[config.mk]
export PLATFORM = sky130hd
export DESIGN_NAME = delta2_seq
export DESIGN_NICKNAME = d
export VERILOG_FILES = /design/src/rtl/delta2_seq.sv
export SDC_FILE = /design/constraint.sdc
export NUM_CORES = 1
export LEC_CHECK = 0
export BUFFER_PORTS_ARGS = -buffer_cell sky130_fd_sc_hd__buf_4
export CORE_AREA = 2 2 89 91
export CTS_CLUSTER_SIZE = 20
export DETAILED_ROUTE_END_ITERATION = 10
export DIE_AREA = 0 0 91 93
export PLACE_DENSITY = 0.83
export SYNTH_ARGS = -nofsm -noshare
export SYNTH_HDL_FRONTEND = slang
export SYNTH_SLANG_ARGS = --single-unit
[constraint.sdc]
create_clock -name clk -period 5.6 [get_ports clk]
set_input_delay 1.12 -clock clk [delete_from_list [all_inputs] [get_ports clk]]
set_output_delay 1.12 -clock clk [all_outputs]
set_load 0.05 [all_outputs]
[src/rtl/delta2_seq.sv]
// Sequencer that time-multiplexes one shared delta2 datapath over all hidden
// neurons: read operands, load the unit, wait its latency, write the result.
module delta2_seq #(
    parameter int N_HID  = 5,
    parameter int ADDR_W = 3,
    parameter int DP_LAT = 1
) (
    input  logic              clk,
    input  logic              res,
    input  logic              start,
    input  logic [15:0]       delta3_1_in,
    input  logic [15:0]       delta3_2_in,
    output logic              mem_rd_en,
    output logic [ADDR_W-1:0] mem_rd_addr,
    input  logic [15:0]       mem_dadz2,
    input  logic [15:0]       mem_w3_1,
    input  logic [15:0]       mem_w3_2,
    output logic [15:0]       dp_dadz2,
    output logic [15:0]       dp_w3_1,
    output logic [15:0]       dp_w3_2,
    output logic [15:0]       dp_delta3_1,
    output logic [15:0]       dp_delta3_2,
    input  logic [15:0]       dp_result,
    output logic              res_we,
    output logic [ADDR_W-1:0] res_addr,
    output logic [15:0]       res_data,
    output logic              busy,
    output logic              done
);

    localparam int CNT_W = (DP_LAT > 1) ? $clog2(DP_LAT) : 1;
    localparam logic [CNT_W-1:0]  CNT_LAST = CNT_W'(DP_LAT - 1);
    localparam logic [ADDR_W-1:0] K_LAST   = ADDR_W'(N_HID - 1);

    typedef enum logic [2:0] {
        S_IDLE,
        S_RD,
        S_LOAD,
        S_WAIT,
        S_WR,
        S_DONE
    } state_t;

    state_t            state_q, state_d;
    logic [ADDR_W-1:0] k_q, k_d;
    logic [CNT_W-1:0]  cnt_q, cnt_d;
    logic [15:0]       dp_dadz2_q, dp_dadz2_d;
    logic [15:0]       dp_w3_1_q, dp_w3_1_d;
    logic [15:0]       dp_w3_2_q, dp_w3_2_d;
    logic [15:0]       dp_delta3_1_q, dp_delta3_1_d;
    logic [15:0]       dp_delta3_2_q, dp_delta3_2_d;

    always_comb begin
        // NOTE: every always_comb target gets a default first so no path leaves it unassigned (no latch).
        state_d       = state_q;
        k_d           = k_q;
        cnt_d         = cnt_q;
        dp_dadz2_d    = dp_dadz2_q;
        dp_w3_1_d     = dp_w3_1_q;
        dp_w3_2_d     = dp_w3_2_q;
        dp_delta3_1_d = dp_delta3_1_q;
        dp_delta3_2_d = dp_delta3_2_q;

        case (state_q)
            S_IDLE: begin
                if (start) begin
                    dp_delta3_1_d = delta3_1_in;
                    dp_delta3_2_d = delta3_2_in;
                    k_d           = '0;
                    state_d       = S_RD;
                end
            end
            S_RD: begin
                state_d = S_LOAD;
            end
            S_LOAD: begin
                // Memory data is valid only in this cycle, one after the read strobe.
                dp_dadz2_d = mem_dadz2;
                dp_w3_1_d  = mem_w3_1;
                dp_w3_2_d  = mem_w3_2;
                cnt_d      = '0;
                state_d    = S_WAIT;
            end
            S_WAIT: begin
                if (cnt_q == CNT_LAST) begin
                    state_d = S_WR;
                end else begin
                    cnt_d = cnt_q + CNT_W'(1);
                end
            end
            S_WR: begin
                if (k_q == K_LAST) begin
                    state_d = S_DONE;
                end else begin
                    k_d     = k_q + ADDR_W'(1);
                    state_d = S_RD;
                end
            end
            S_DONE: begin
                state_d = S_IDLE;
            end
            default: begin
                state_d = S_IDLE;
            end
        endcase
    end

    // NOTE: sequential state uses non-blocking assignments so all flops update together at the edge.
    always_ff @(posedge clk or posedge res) begin
        if (res) begin
            state_q       <= S_IDLE;
            k_q           <= '0;
            cnt_q         <= '0;
            dp_dadz2_q    <= '0;
            dp_w3_1_q     <= '0;
            dp_w3_2_q     <= '0;
            dp_delta3_1_q <= '0;
            dp_delta3_2_q <= '0;
        end else begin
            state_q       <= state_d;
            k_q           <= k_d;
            cnt_q         <= cnt_d;
            dp_dadz2_q    <= dp_dadz2_d;
            dp_w3_1_q     <= dp_w3_1_d;
            dp_w3_2_q     <= dp_w3_2_d;
            dp_delta3_1_q <= dp_delta3_1_d;
            dp_delta3_2_q <= dp_delta3_2_d;
        end
    end

    always_comb begin
        mem_rd_en   = (state_q == S_RD);
        mem_rd_addr = k_q;
        res_we      = (state_q == S_WR);
        res_addr    = k_q;
        // Pass-through of the unit's result; held at zero outside the write strobe.
        res_data    = (state_q == S_WR) ? dp_result : '0;
        busy        = (state_q != S_IDLE);
        done        = (state_q == S_DONE);
        dp_dadz2    = dp_dadz2_q;
        dp_w3_1     = dp_w3_1_q;
        dp_w3_2     = dp_w3_2_q;
        dp_delta3_1 = dp_delta3_1_q;
        dp_delta3_2 = dp_delta3_2_q;
    end

endmodule

=== After elaboration in Yosys (flattened, before gate mapping) ===
Index checks and enable logic that the tools add are counted.

* Flip-flop bits (word level): 87
* Bits of input ports: 99
* Output and inout bits: 106
* Logic and storage cells: 36

* Add/subtract/negate cells: 2
* Equal/unequal tests: 9
* Mux-type cells: 10
* Reduce and logical (&&, ||, !) cells: 7

{| class="wikitable"
|+ Operators by type and width
! operator !! number
|-
| 2-to-1 mux 16 bit || 1
|-
| 2-to-1 mux 3 bit || 5
|-
| one-hot mux 3 bit (5 select lines) || 1
|-
| equality test 3 bit, second input constant || 3
|-
| equality test 3 x 2 -> 1 bit, second input constant || 2
|-
| != test 2 bit, second input constant || 3
|-
| one-hot mux 3 bit (2 select lines) || 1
|-
| AND reduction 2 bit || 2
|-
| nonzero test 2 bit || 2
|-
| adder 3 x 1 -> 3 bit, second input constant || 1
|-
| equality test 3 x 1 -> 1 bit, second input constant || 1
|-
| zero test 3 bit || 1
|-
| AND reduction 3 bit || 1
|-
| nonzero test 3 bit || 1
|-
| one-hot mux 1 bit (2 select lines) || 1
|-
| adder 1 bit, second input constant || 1
|-
| 2-to-1 mux 1 bit || 1
|}

=== Logic depth before layout (Yosys ltp) ===
* Depth in word-level cells: 3
* Mapped depth: 6

=== Least setup slack after synthesis ===
No wires, ideal clock.

* Path kind: flip-flop to output port
* From: register state_q[1]
* To: output res_data[10]
* Data arrival time: 1.908 ns
* Slack: 2.572 ns
* Stages on the path, launching flop included: 5
* Path buffers: 2
* Cell sequence: dfrtp_1 buf_6 nor3b_1 clkbuf_1 and2_1

* Word-level cells in the longest chain between the ends: 2

{| class="wikitable"
|+ RTL lines
! element !! RTL line !! RTL
|-
| start: declaration || 44 || <nowiki>state_t state_q, state_d;</nowiki>
|-
| start signal: assignment || 120 || <nowiki>state_q <= state_d;</nowiki>
|-
| equality test 3 bit || - ||
|-
| net res_we || 24 || <nowiki>output logic res_we,</nowiki>
|-
| 2-to-1 mux 16 bit || 137 || <nowiki>res_data = (state_q == S_WR) ? dp_result : '0;</nowiki>
|-
| end: declaration || 26 || <nowiki>output logic [15:0] res_data,</nowiki>
|}

The timed path passes the listed nets, and every way through them passes these cells.

=== Worst setup path after layout ===
* From: register state_q[2]
* To: output res_data[1]

* Word-level cells in the longest chain between the ends: 2

{| class="wikitable"
|+ RTL lines
! element !! RTL line
|-
| equality test 3 bit || 137
|-
| 2-to-1 mux 16 bit || 137
|}

Every way passes these cells.

==> flow_summary.yaml <==
routing:
  drtIter0Drc: 50
  post_drt_wl_per_cell_um: 15.2
  vias: 2499
  drtPass1Iterations: 4
  drt_drc_violations_left: 0
  drt-total-wl_um: 8080
  drtAntennaViolNets: 0
  detail_route.vias_per_cell: 4.70
critical_path:
  criticalPathCategory: "reg2out"
  path_cells: "nor3b_1, buf_4, and2_1, buf_4"
  rr_startpoint: "state_q[1]"
  critPathLaunchType: "flop"
  cp_slowest_cell: "sky130_fd_sc_hd__dfrtp_1"
  end_kind: "output port"
  timing.critical_path.slowest_cell_delay_ps: 500
  critPathArrivalTime_ps: 1680
  crit_path_frequent_cell: "sky130_fd_sc_hd__buf_4"
  rr_endpoint: "dp_w3_1[10]"
  timing.critical_path.max_delay_family: "flip-flops"
  worst_path_required_ps: 4480
  r2r_cells: 3
  critical_path.max_fanout: 22
  r2r_setup_slack_ps: 3470
  worst_setup_path_startpoint: "state_q[2]"
  cp_num_buf_inv: 2
cells_and_area:
  antenna_cells_inserted: 0
  area_growth_syn_to_layout_pct: 50.5
  seqCellArea_sq_um: 2150
  multiInputGateArea_sq_um: 1190
  post_layout_nonfiller_instances: 532
  layout-drive-gt1-share_pct: 70.5
  num-nets-final: 527
  final.fill_count: 587
floorplan:
  io-pin-count: 205
  die_h_um: 93
  coreArea_sq_um: 7530
  die_x_um: 91
  die_area_sq_um: 8460
  initial_core_util_pct: 46.0
  std_cell_rows: 32
timing:
  final_hold_viol_count: 0
  max_freq_ghz: 0.357
  rsz0062_at_grt: "no"
  layout_worst_path_cycle_share_pct: 50.0
  postLayoutSetupSlackWorst_ps: 2800
  max_slew_violation_count: 0
  worst_pin_slew_ps: 1050
  setup-tns-final_ps: 0
  setup-violations-final: 0
  worst_clock_skew_ps: 5.83
  finalWorstPathRequiredPeriod_ps: 2800
  timing.max_slew.rel_slack_pct: 29.8
synthesis:
  synthArstFlopShare_pct: 100
  ys_top_cells_by_area: "sky130_fd_sc_hd__dfrtp_1 62%, sky130_fd_sc_hd__mux2_2 25%, sky130_fd_sc_hd__and2_1 3.1%"
  netlist_area_before_placement_sq_um: 3460
  synthDistinctLibCells: 26
  synth-edff-count: 0
  yosysWarnings: 0
  post_synth_inst_count: 223
  yosys.area.top_type_share_pct: 62.2
  ys_seq_area_share_pct: 62.2
  synth_top_area_cell: "sky130_fd_sc_hd__dfrtp_1"
  synth_seq_cells: 86
  synth_flop_cell: "sky130_fd_sc_hd__dfrtp_1"
  synth.net_count: 324
  syn-mean-instance-area_sq_um: 15.5
clock_tree:
  cts_tree: "done"
  cts.sink_count: 86
  cts.root.buffer_cell: "sky130_fd_sc_hd__clkbuf_8"
  clock_tree.htree_level_count: 3
  numCtsBuffers: 9
  clkTransAtPathRegs_ps: 80
  clk_path_buf_depth: 2
  cts_resized: 0
  cts_hold_repair.buffers: 0
  clkLatencyLatePin_ps: 330
  postCtsSetupRepairBufs: 0
grt:
  grt_start_max_net_pins: 50
  groute.usage.overall_pct: 18.6
  grt_pass1_wl_um: 12500
  grt_remaining_overflow: 0
  antenna_found_initial: 0
  grt_pass1_vias: 2615
worst_hold_path:
  hold_class: "reg2reg"
  hp-start: "dp_delta3_2[3]"
  whs_path_depth: 1
  min_delay_worst_endpoint: "dp_delta3_2[3]"
placed_design:
  dpl.hpwl_um: 6250
  preCtsSetupSlack_ps: 2930
  place.detailed.instances: 517
  globalplace.congestion: 0.658
  io_buffers: 204
status:
  result_of_the_run: "finished clean"
flow_run:
  drv.max_cap_violation_count: 0
## sequential cells by signal (all words and copies together) (netlist names)
register / flops
mem_rd_addr: 3
state_q: 3
dp_w3_2: 16
dp_delta3_2: 16
dp_delta3_1: 16
dp_w3_1: 16
dp_dadz2: 16
## metrics by stage
step                      instance area [sq um]  utilization (%)  hold WS [ps]
after CTS                                  5210             69.2           504
final                                      5210             69.2           502
after floorplan                            3460                -           544
after global placement                     5030             66.9           472
after detailed placement                   5030             66.9           487
after global routing                       5210             69.2           519
## cell families (layout without fill, tap and decap cells)
family	Yosys count	in the layout	synth area share, %
flip-flops	86	86	62.2
multiplexers	81	81	26.4
buffers and inverters	18	225	3.54
AND/OR/NAND/NOR	32	32	6.26
AO/OA/AOI/OAI	4	4	0.904
adder cells (fa/ha/maj)	2	2	0.723
## synthesized netlist by cell type, types with 2 or more instances
library cell,number
sky130_fd_sc_hd__dfrtp_1,86
sky130_fd_sc_hd__mux2_2,78
sky130_fd_sc_hd__and2_1,17
sky130_fd_sc_hd__buf_2,5
sky130_fd_sc_hd__buf_6,5
sky130_fd_sc_hd__buf_4,3
sky130_fd_sc_hd__inv_1,3
sky130_fd_sc_hd__mux2_1,3
sky130_fd_sc_hd__and3b_1,2
sky130_fd_sc_hd__clkbuf_1,2
sky130_fd_sc_hd__ha_1,2
sky130_fd_sc_hd__nand2_1,2
sky130_fd_sc_hd__nor3b_1,2
## cell usage in the layout, fill, tap and decap left out, drive strengths merged
cell | netlist | layout
buf | 13 | 207
and2b | 1 | 1
o22ai | 1 | 1
o31ai | 1 | 1
nand3 | 1 | 1
nor2 | 1 | 1
clkinv | 0 | 2
nand2b | 1 | 1
dfrtp | 86 | 86
nand2 | 2 | 2
inv | 3 | 2
clkinvlp | 0 | 2
a211oi | 1 | 1
and3b | 2 | 2
a32o | 1 | 1
or2 | 1 | 1
nor3 | 1 | 1
nor3b | 2 | 2
nor4b | 1 | 1
or3 | 1 | 1
nor2b | 1 | 1
clkbuf | 2 | 12
ha | 2 | 2
and2 | 17 | 17
mux2 | 81 | 81
## area by class of cell
cell class,count,share of cell area [%]
Inverter,3,0.240
Sequential cell,86,41.3
Clock inverter,3,0.384
Multi-Input combinational cell,119,22.8
Tap cell,102,2.45
Timing Repair Buffer,207,29.8
Clock buffer,12,2.98
## worst max-delay path by stage
stage | cells past startpoint | slack (ps) | to
3_3_place_gp | 3 | 2940 | res_data[10]
6_report | 4 | 2800 | res_data[1]
3_5_place_dp | 3 | 2930 | res_data[1]
4_1_cts | 4 | 2810 | res_data[1]
2_1_floorplan | 1 | 2260 | dp_dadz2[0]
5_1_grt | 4 | 2680 | res_data[1]
## metal layers
layer | up-vias | global-route usage [%] | part of all wire (%) | wire length [um]
met5 | - | 0 | 0 | 0
met4 | 0 | 5.68 | 0.66 | 53
met3 | 6 | 5.24 | 7.8 | 627
met2 | 93 | 32.7 | 54 | 4360
met1 | 1227 | 22.2 | 38 | 3040
li1 | 1173 | - | - | -
Power is left out: the tool's default activity adds up to more than one toggle a clock period on the data nets, which glitch-free logic cannot reach.
